**config.mk**
```make
export PLATFORM = sky130hd
export DESIGN_NAME = seven_seg_scanner_flat
export DESIGN_NICKNAME = d
export VERILOG_FILES = /design/src/rtl/ssd_pkg.sv /design/src/rtl/seven_seg_scanner_if.sv /design/src/rtl/hex_to_seg7.sv /design/src/rtl/seven_seg_scanner.sv /design/src/flat_wrapper.sv
export SDC_FILE = /design/constraint.sdc
export NUM_CORES = 1
export LEC_CHECK = 0
export BUFFER_PORTS_ARGS = -buffer_cell sky130_fd_sc_hd__buf_2
export CAP_MARGIN = 15
export CELL_PAD_IN_SITES_DETAIL_PLACEMENT = 1
export CELL_PAD_IN_SITES_GLOBAL_PLACEMENT = 2
export CORE_MARGIN = 2
export CORE_UTILIZATION = 38
export CTS_BUF_LIST = sky130_fd_sc_hd__clkbuf_4
export DETAILED_ROUTE_END_ITERATION = 16
export GPL_ROUTABILITY_DRIVEN = 0
export PLACE_DENSITY = 0.83
export SYNTH_ARGS = -nofsm -noshare
export SYNTH_HDL_FRONTEND = slang
export SYNTH_HIERARCHICAL = 1
export SYNTH_SLANG_ARGS = --single-unit
```
**constraint.sdc**
```tcl
create_clock -name clk -period 2.3 [get_ports clk]
set_input_delay 0.46 -clock clk [delete_from_list [all_inputs] [get_ports clk]]
set_output_delay 0.46 -clock clk [all_outputs]
set_load 0.01 [all_outputs]
```
**src/rtl/ssd_pkg.sv**
```systemverilog
// ssd_pkg: shared types and constants for the seven-segment scanner
//   seg7_t    : active-low segment vector {g,f,e,d,c,b,a}
//   SEG_BLANK : all segments off
//   AN_OFF    : all anodes off
//   HEX_SEG   : hex nibble -> active-low segment pattern
package ssd_pkg;
  typedef logic [6:0] seg7_t;
  localparam seg7_t SEG_BLANK = 7'h7F;
  localparam logic [7:0] AN_OFF = 8'hFF;
  localparam seg7_t HEX_SEG [16] = '{
    7'h40, 7'h79, 7'h24, 7'h30, 7'h19, 7'h12, 7'h02, 7'h78,
    7'h00, 7'h10, 7'h08, 7'h03, 7'h46, 7'h21, 7'h06, 7'h0E
  };
endpackage

```
**src/rtl/seven_seg_scanner_if.sv**
```systemverilog
// seven_seg_scanner_if: valid/ready load port carrying a packed hex word and dp mask
//   load_valid : master -> slave, load request
//   load_ready : slave -> master, request accepted when valid && ready
//   load_data  : master -> slave, nibble k drives digit k
//   load_dp    : master -> slave, decimal-point mask (1 = lit)
interface seven_seg_scanner_if #(parameter int NUM_DIGITS = 8);
  logic                    load_valid;
  logic                    load_ready;
  logic [4*NUM_DIGITS-1:0] load_data;
  logic [NUM_DIGITS-1:0]   load_dp;
  modport master (output load_valid, load_data, load_dp, input load_ready);
  modport slave (input load_valid, load_data, load_dp, output load_ready);
endinterface

```
**src/rtl/hex_to_seg7.sv**
```systemverilog
// hex_to_seg7: combinational hex nibble to active-low seven-segment pattern
//   i_nib : nibble to display
//   o_seg : active-low {g,f,e,d,c,b,a}
module hex_to_seg7
  import ssd_pkg::*;
(
  input  logic [3:0] i_nib,
  output seg7_t      o_seg
);
  assign o_seg = HEX_SEG[i_nib];
endmodule

```
**src/rtl/seven_seg_scanner.sv**
```systemverilog
// seven_seg_scanner: time-multiplexed driver for a common-anode 8-digit seven-segment display
//   clk       : rising-edge clock
//   rst_n     : asynchronous active-low reset
//   ld        : load port (slave), new word takes effect at the next frame boundary
//   digit_en  : live per-digit enable (0 = digit dark)
//   an_n      : active-low anodes, unused bits held high
//   seg_n     : active-low segments {g,f,e,d,c,b,a}
//   dp_n      : active-low decimal point
//   digit_idx : digit currently scanned
//   Define SSD_LZB_EN to enable leading-zero blanking.
module seven_seg_scanner
  import ssd_pkg::*;
#(
  parameter int CLK_HZ     = 100_000_000,
  parameter int FRAME_HZ   = 1_000,
  parameter int NUM_DIGITS = 8,
  parameter int BLANK_CYC  = 4
) (
  input  logic                  clk,
  input  logic                  rst_n,
  seven_seg_scanner_if.slave    ld,
  input  logic [NUM_DIGITS-1:0] digit_en,
  output logic [7:0]            an_n,
  output seg7_t                 seg_n,
  output logic                  dp_n,
  output logic [2:0]            digit_idx
);
  localparam int DIV = CLK_HZ / (FRAME_HZ * NUM_DIGITS);
  localparam int CW  = (DIV > 2) ? $clog2(DIV) : 1;
  if (DIV < 2 || BLANK_CYC < 0 || BLANK_CYC >= DIV || NUM_DIGITS < 1 || NUM_DIGITS > 8) begin : g_bad_cfg
    $error("seven_seg_scanner: illegal DIV/BLANK_CYC/NUM_DIGITS");
  end
  logic [CW-1:0]           r_cnt;
  logic [2:0]              r_idx;
  logic [4*NUM_DIGITS-1:0] r_disp, r_shadow;
  logic [NUM_DIGITS-1:0]   r_dp, r_sdp;
  logic                    r_pend;
  logic [NUM_DIGITS-1:0]   w_lz;
  logic                    w_last_cnt, w_wrap, w_acc;
  logic [31:0]             w_disp32;
  logic [7:0]              w_dp8, w_en8, w_lz8;
  logic [3:0]              w_nib;
  seg7_t                   w_seg;
  assign w_last_cnt   = r_cnt == CW'(DIV - 1);
  assign w_wrap       = w_last_cnt && (r_idx == 3'(NUM_DIGITS - 1));
  assign ld.load_ready = !r_pend;
  assign w_acc        = ld.load_valid && !r_pend;
  // Widen per-digit vectors to the full 8-digit range so the 3-bit index always fits.
  assign w_disp32 = 32'(r_disp);
  assign w_dp8    = 8'(r_dp);
  assign w_en8    = 8'(digit_en);
  assign w_lz8    = 8'(w_lz);
  assign w_nib    = w_disp32[{r_idx, 2'b00} +: 4];
  hex_to_seg7 u_hex (.i_nib(w_nib), .o_seg(w_seg));
`ifdef SSD_LZB_EN
  logic w_zr;
  // Running AND of "nibble is zero" from the top digit down; digit 0 is never blanked.
  always_comb begin
    w_lz = '0;
    w_zr = 1'b1;
    for (int k = NUM_DIGITS - 1; k > 0; k--) begin
      w_zr    = w_zr && (r_disp[4*k +: 4] == 4'h0);
      w_lz[k] = w_zr;
    end
  end
`else
  assign w_lz = '0;
`endif
  always_ff @(posedge clk or negedge rst_n) begin
    if (!rst_n) begin
      r_cnt     <= '0;
      r_idx     <= '0;
      r_disp    <= '0;
      r_shadow  <= '0;
      r_dp      <= '0;
      r_sdp     <= '0;
      r_pend    <= 1'b0;
      an_n      <= AN_OFF;
      seg_n     <= SEG_BLANK;
      dp_n      <= 1'b1;
      digit_idx <= '0;
    end else begin
      r_cnt <= w_last_cnt ? '0 : r_cnt + 1'b1;
      if (w_last_cnt) r_idx <= w_wrap ? 3'd0 : r_idx + 3'd1;
      // A load landing on the wrap edge skips the shadow and shows from the next frame.
      if (w_wrap && w_acc) begin
        r_disp <= ld.load_data;
        r_dp   <= ld.load_dp;
      end else if (w_wrap && r_pend) begin
        r_disp <= r_shadow;
        r_dp   <= r_sdp;
        r_pend <= 1'b0;
      end else if (w_acc) begin
        r_shadow <= ld.load_data;
        r_sdp    <= ld.load_dp;
        r_pend   <= 1'b1;
      end
      // Outputs trail the scan state by one edge so slot k covers edges k*DIV+1..(k+1)*DIV.
      an_n      <= (32'(r_cnt) < BLANK_CYC || !w_en8[r_idx]) ? AN_OFF : ~(8'd1 << r_idx);
      seg_n     <= w_lz8[r_idx] ? SEG_BLANK : w_seg;
      dp_n      <= !w_dp8[r_idx];
      digit_idx <= r_idx;
    end
  end
endmodule
```
**src/flat_wrapper.sv**
```systemverilog
// flat-port wrapper written by rule: the top's interface ports become plain ports
module seven_seg_scanner_flat import ssd_pkg::*;
#(
  parameter int CLK_HZ     = 100_000_000,
  parameter int FRAME_HZ   = 1_000,
  parameter int NUM_DIGITS = 8,
  parameter int BLANK_CYC  = 4
)
  (clk, rst_n, digit_en, an_n, seg_n, dp_n, digit_idx, ld_load_valid, ld_load_data, ld_load_dp, ld_load_ready);
  seven_seg_scanner_if #(.NUM_DIGITS(NUM_DIGITS)) ld_i ();
  input  logic clk;
  input  logic rst_n;
  input  logic [NUM_DIGITS-1:0] digit_en;
  output logic [7:0] an_n;
  output seg7_t seg_n;
  output logic dp_n;
  output logic [2:0] digit_idx;
  input wire logic [$bits(ld_i.load_valid)-1:0] ld_load_valid;
  input wire logic [$bits(ld_i.load_data)-1:0] ld_load_data;
  input wire logic [$bits(ld_i.load_dp)-1:0] ld_load_dp;
  output wire logic [$bits(ld_i.load_ready)-1:0] ld_load_ready;
  assign ld_i.load_valid = ld_load_valid;
  assign ld_i.load_data = ld_load_data;
  assign ld_i.load_dp = ld_load_dp;
  assign ld_load_ready = ld_i.load_ready;
  seven_seg_scanner #(.CLK_HZ(CLK_HZ), .FRAME_HZ(FRAME_HZ), .NUM_DIGITS(NUM_DIGITS), .BLANK_CYC(BLANK_CYC)) u_core (.clk(clk), .rst_n(rst_n), .ld(ld_i), .digit_en(digit_en), .an_n(an_n), .seg_n(seg_n), .dp_n(dp_n), .digit_idx(digit_idx));
endmodule
```
==> key figures <==
Place
  • DP Wirelength: 9140 um
  • Dpl cell area: 6370 um2
  • Number of buffers added on ports: 70
  • Worst setup slack before clock tree synthesis: -0.0145 ns
  • Post-placement cell count: 679

Final layout
  • Layout cells sized above 1: 45.2%
  • Post-route cell area: 6790 um2
  • Final Instance Count excl. Fillers: 715
  • Final Net Count: 583
  • Core Util, Final: 46.7%
  • Count of antenna diodes in the layout: 0
  • Layout area overhead: 19.7%

Clock network
  • Number of clock sinks seen by CTS: 117
  • Clock tree from TritonCTS: built
  • Max Buffers Root-to-Sink: 2
  • Htree depth: 4
  • Clock insertion delay at the later pin of the skew report: 0.53 ns
  • Clock-pin slew on the worst setup and hold paths: 0.11 ns
  • Master cell of the clock root buffer: sky130_fd_sc_hd__clkbuf_4
  • CTS Buf Count: 17

Pwr
  • Maximum vdd ir drop: 0.348 mV
  • Pleak: 3.18 nW
  • Power per cell area: 676 nW/um2

Run status
  • Status: completed

GRT
  • Number of global-route vias before repair: 4,249
  • Gr usage total: 17.7%
  • Total grt overflow: 0
  • Number of antenna violations at the first check in global routing: 0
  • Pin count of the biggest net entering global routing: 58
  • First-pass GRT wire length: 22,400 um

Synthesis
  • Dominant cells by area after synthesis: sky130_fd_sc_hd__dfrtp_1 (45%), sky130_fd_sc_hd__mux2_4 (11%), sky130_fd_sc_hd__dfstp_2 (7.4%), sky130_fd_sc_hd__o2bb2ai_2 (5.3%), sky130_fd_sc_hd__a22oi_1 (4.9%)
  • Portion of the post-synthesis area used by sequential elements: 52.0%
  • Async set or reset register ratio after synthesis: 100%
  • Syn nets: 482
  • Ys flop type: sky130_fd_sc_hd__dfrtp_1
  • Synth warnings: 6
  • Cells after synthesis: 417
  • Summed instance area of the synthesized netlist: 5670 um2
  • Post-synth EDFFs: 0
  • Unique masters post-synth: 49
  • Number of flip-flops and latches in the synthesized netlist: 117
  • Cell accounting for the most synthesized area: sky130_fd_sc_hd__dfrtp_1
  • Most used standard cells in the synthesized netlist: sky130_fd_sc_hd__dfrtp_1 (101), sky130_fd_sc_hd__mux2_4 (40), sky130_fd_sc_hd__a22oi_1 (37)
  • Synth top area share: 44.5%
  • Most common cell in the synthesized netlist: sky130_fd_sc_hd__dfrtp_1
  • Per-instance average area after synthesis: 13.6 um2

STA
  • Slew Limit Headroom: 63.1%
  • Setup ws final: 0.0451 ns
  • Max-slew violation total from the final report: 0
  • Fmax: 443 MHz
  • Final hold viol count: 0
  • Final period demand of the worst path: 2.25 ns
  • Post-route fraction of the period consumed by the critical path: 98.0%
  • Final setup violation count: 0
  • Worst-Margin Slew: 0.553 ns
  • Post-route clock skew: 0.0174 ns
  • Worst Hold Slack: 0.175 ns

Die
  • Boundary pin count: 71
  • Height of the chip: 126 um
  • Initial cell density of the core: 39.0%
  • Core outline area: 14,500 um2
  • Horizontal die dimension: 126 um
  • FP Rows: 44
  • Die footprint: 15,900 um2

Route
  • Number of DRC markers after the initial detailed-route iteration: 178
  • Number of DRC violations after detailed routing: 0
  • Wirelength per Cell: 18.8 um
  • Routed Antenna Nets: 0
  • Total wire length after detailed routing: 13,400 um
  • Count of vias placed by the detailed router: 3,816
  • Total iterations of the first detailed-routing run: 4
  • Routed via count divided by cell count: 5.34

Worst setup path
  • CP Cell Sequence: or4_4, or4_4, nand2_8, buf_4, mux2_4
  • Data arrival time of the critical path: 2.67 ns
  • Largest fanout on the critical path: 8
  • Crit-path max cell delay: 0.59 ns
  • Flop-to-flop setup slack: 0.05 ns
  • Crit path kind: reg2reg
  • Dominant cell type by count on the critical path: sky130_fd_sc_hd__or4_4
  • Startpoint Class: flop
  • Data required time at the worst endpoint: 2.71 ns
  • Crit end category: flop
  • Slowest-stage cell, CP: sky130_fd_sc_hd__or4_4

Job
  • Number of violations of the max-capacitance limit: 0

Hold path
  • Path category of the worst min-delay check: in2reg
## stage by stage
stage,TNS (ns),power [W]
finish,0,0.00459
global route,-0.0303,0.00481
CTS,0,0.00465
detailed placement,-0.0739,0.00275
global placement,0,0.00272
floorplan,0,0.00256
## flip-flops by register name, summed over array words and instances, names as in the netlist
register,flops
u_core/dp_n,1
u_core/r_pend,1
u_core/r_idx,3
u_core/an_n,8
u_core/r_shadow,32
u_core/r_disp,32
u_core/r_sdp,8
u_core/digit_idx,3
u_core/r_cnt,14
u_core/seg_n,7
u_core/r_dp,8
## layer usage
| layer | up-vias | part of all wire [%] | global-route usage (%) |
|---|---|---|---|
| met4 | 0 | 1.1 | 6.08 |
| met5 | - | 0 | 0 |
| met3 | 12 | 3.7 | 3.95 |
| li1 | 1753 | - | - |
| met2 | 75 | 48 | 27.5 |
| met1 | 1976 | 47 | 24.7 |
## worst paths after layout
check	from	endpoint	depth (start not counted)
min in group asynchronous	rst_n	u_core/r_cnt[2]	2
min	ld_load_data[28]	u_core/r_shadow[28]	2
max	u_core/r_cnt[8]	u_core/r_sdp[1]	5
max in group asynchronous	rst_n	u_core/r_shadow[3]	3
max reg2reg	u_core/r_cnt[8]	u_core/r_sdp[1]	5
min reg2reg	u_core/r_disp[31]	u_core/r_disp[31]	1
## layout make-up
| class | count | area [um2] |
|---|---|---|
| clock buffer | 18 | 135 |
| clock inverter | 14 | 233 |
| multi-input combinational | 266 | 2520 |
| sequential | 117 | 2950 |
| tap | 184 | 230 |
| fill | 1532 | 7740 |
| timing repair buffer | 109 | 698 |
| inverter | 7 | 26.3 |
## worst max-delay path: cells and delay by family (launching register included)
family                 cells  cell delay (ns)
and+or+nand+nor            3             1.27
DFF                        1             0.40
muxes                      1             0.30
buffers and inverters      1             0.18
## cell usage in the layout, fill, tap and decap left out, drive strengths merged, types with 5 or more instances in the layout
cell type / instances
dfrtp: 101
and3: 5
nor2: 19
mux4: 12
inv: 6
a22oi: 37
ha: 14
xnor2: 5
o2bb2ai: 27
nand3: 9
clkbuf: 18
bufinv: 6
clkinv: 6
o21ai: 9
mux2: 41
nand2: 32
buf: 108
a21o: 10
xor2: 5
dfstp: 16
## cell families after synthesis
family | share of synthesized area, %
AO/OA/AOI/OAI | 15.2
XOR/XNOR | 1.54
AND/OR/NAND/NOR | 8.22
adder cells (fa/ha/maj) | 3.09
multiplexers | 15.9
buffers and inverters | 4.06
flip-flops | 52.0
## power by group
part / switching [W] / internal, W
clock network: 0.000796 / 0.00109
logic: 0.000186 / 0.000256
registers: 0.0000776 / 0.00219
## timing repair
| item | 4_1_cts | 5_1_grt |
|---|---|---|
| gates resized for setup | 1 | 6 |
| buffers inserted | 0 | 3 |
| hold endpoints to repair | 20 | 0 |
| endpoints found under the setup margin | 35 | 47 |
| hold buffers | 1 | 0 |
(Power assumes the default switching activity.)
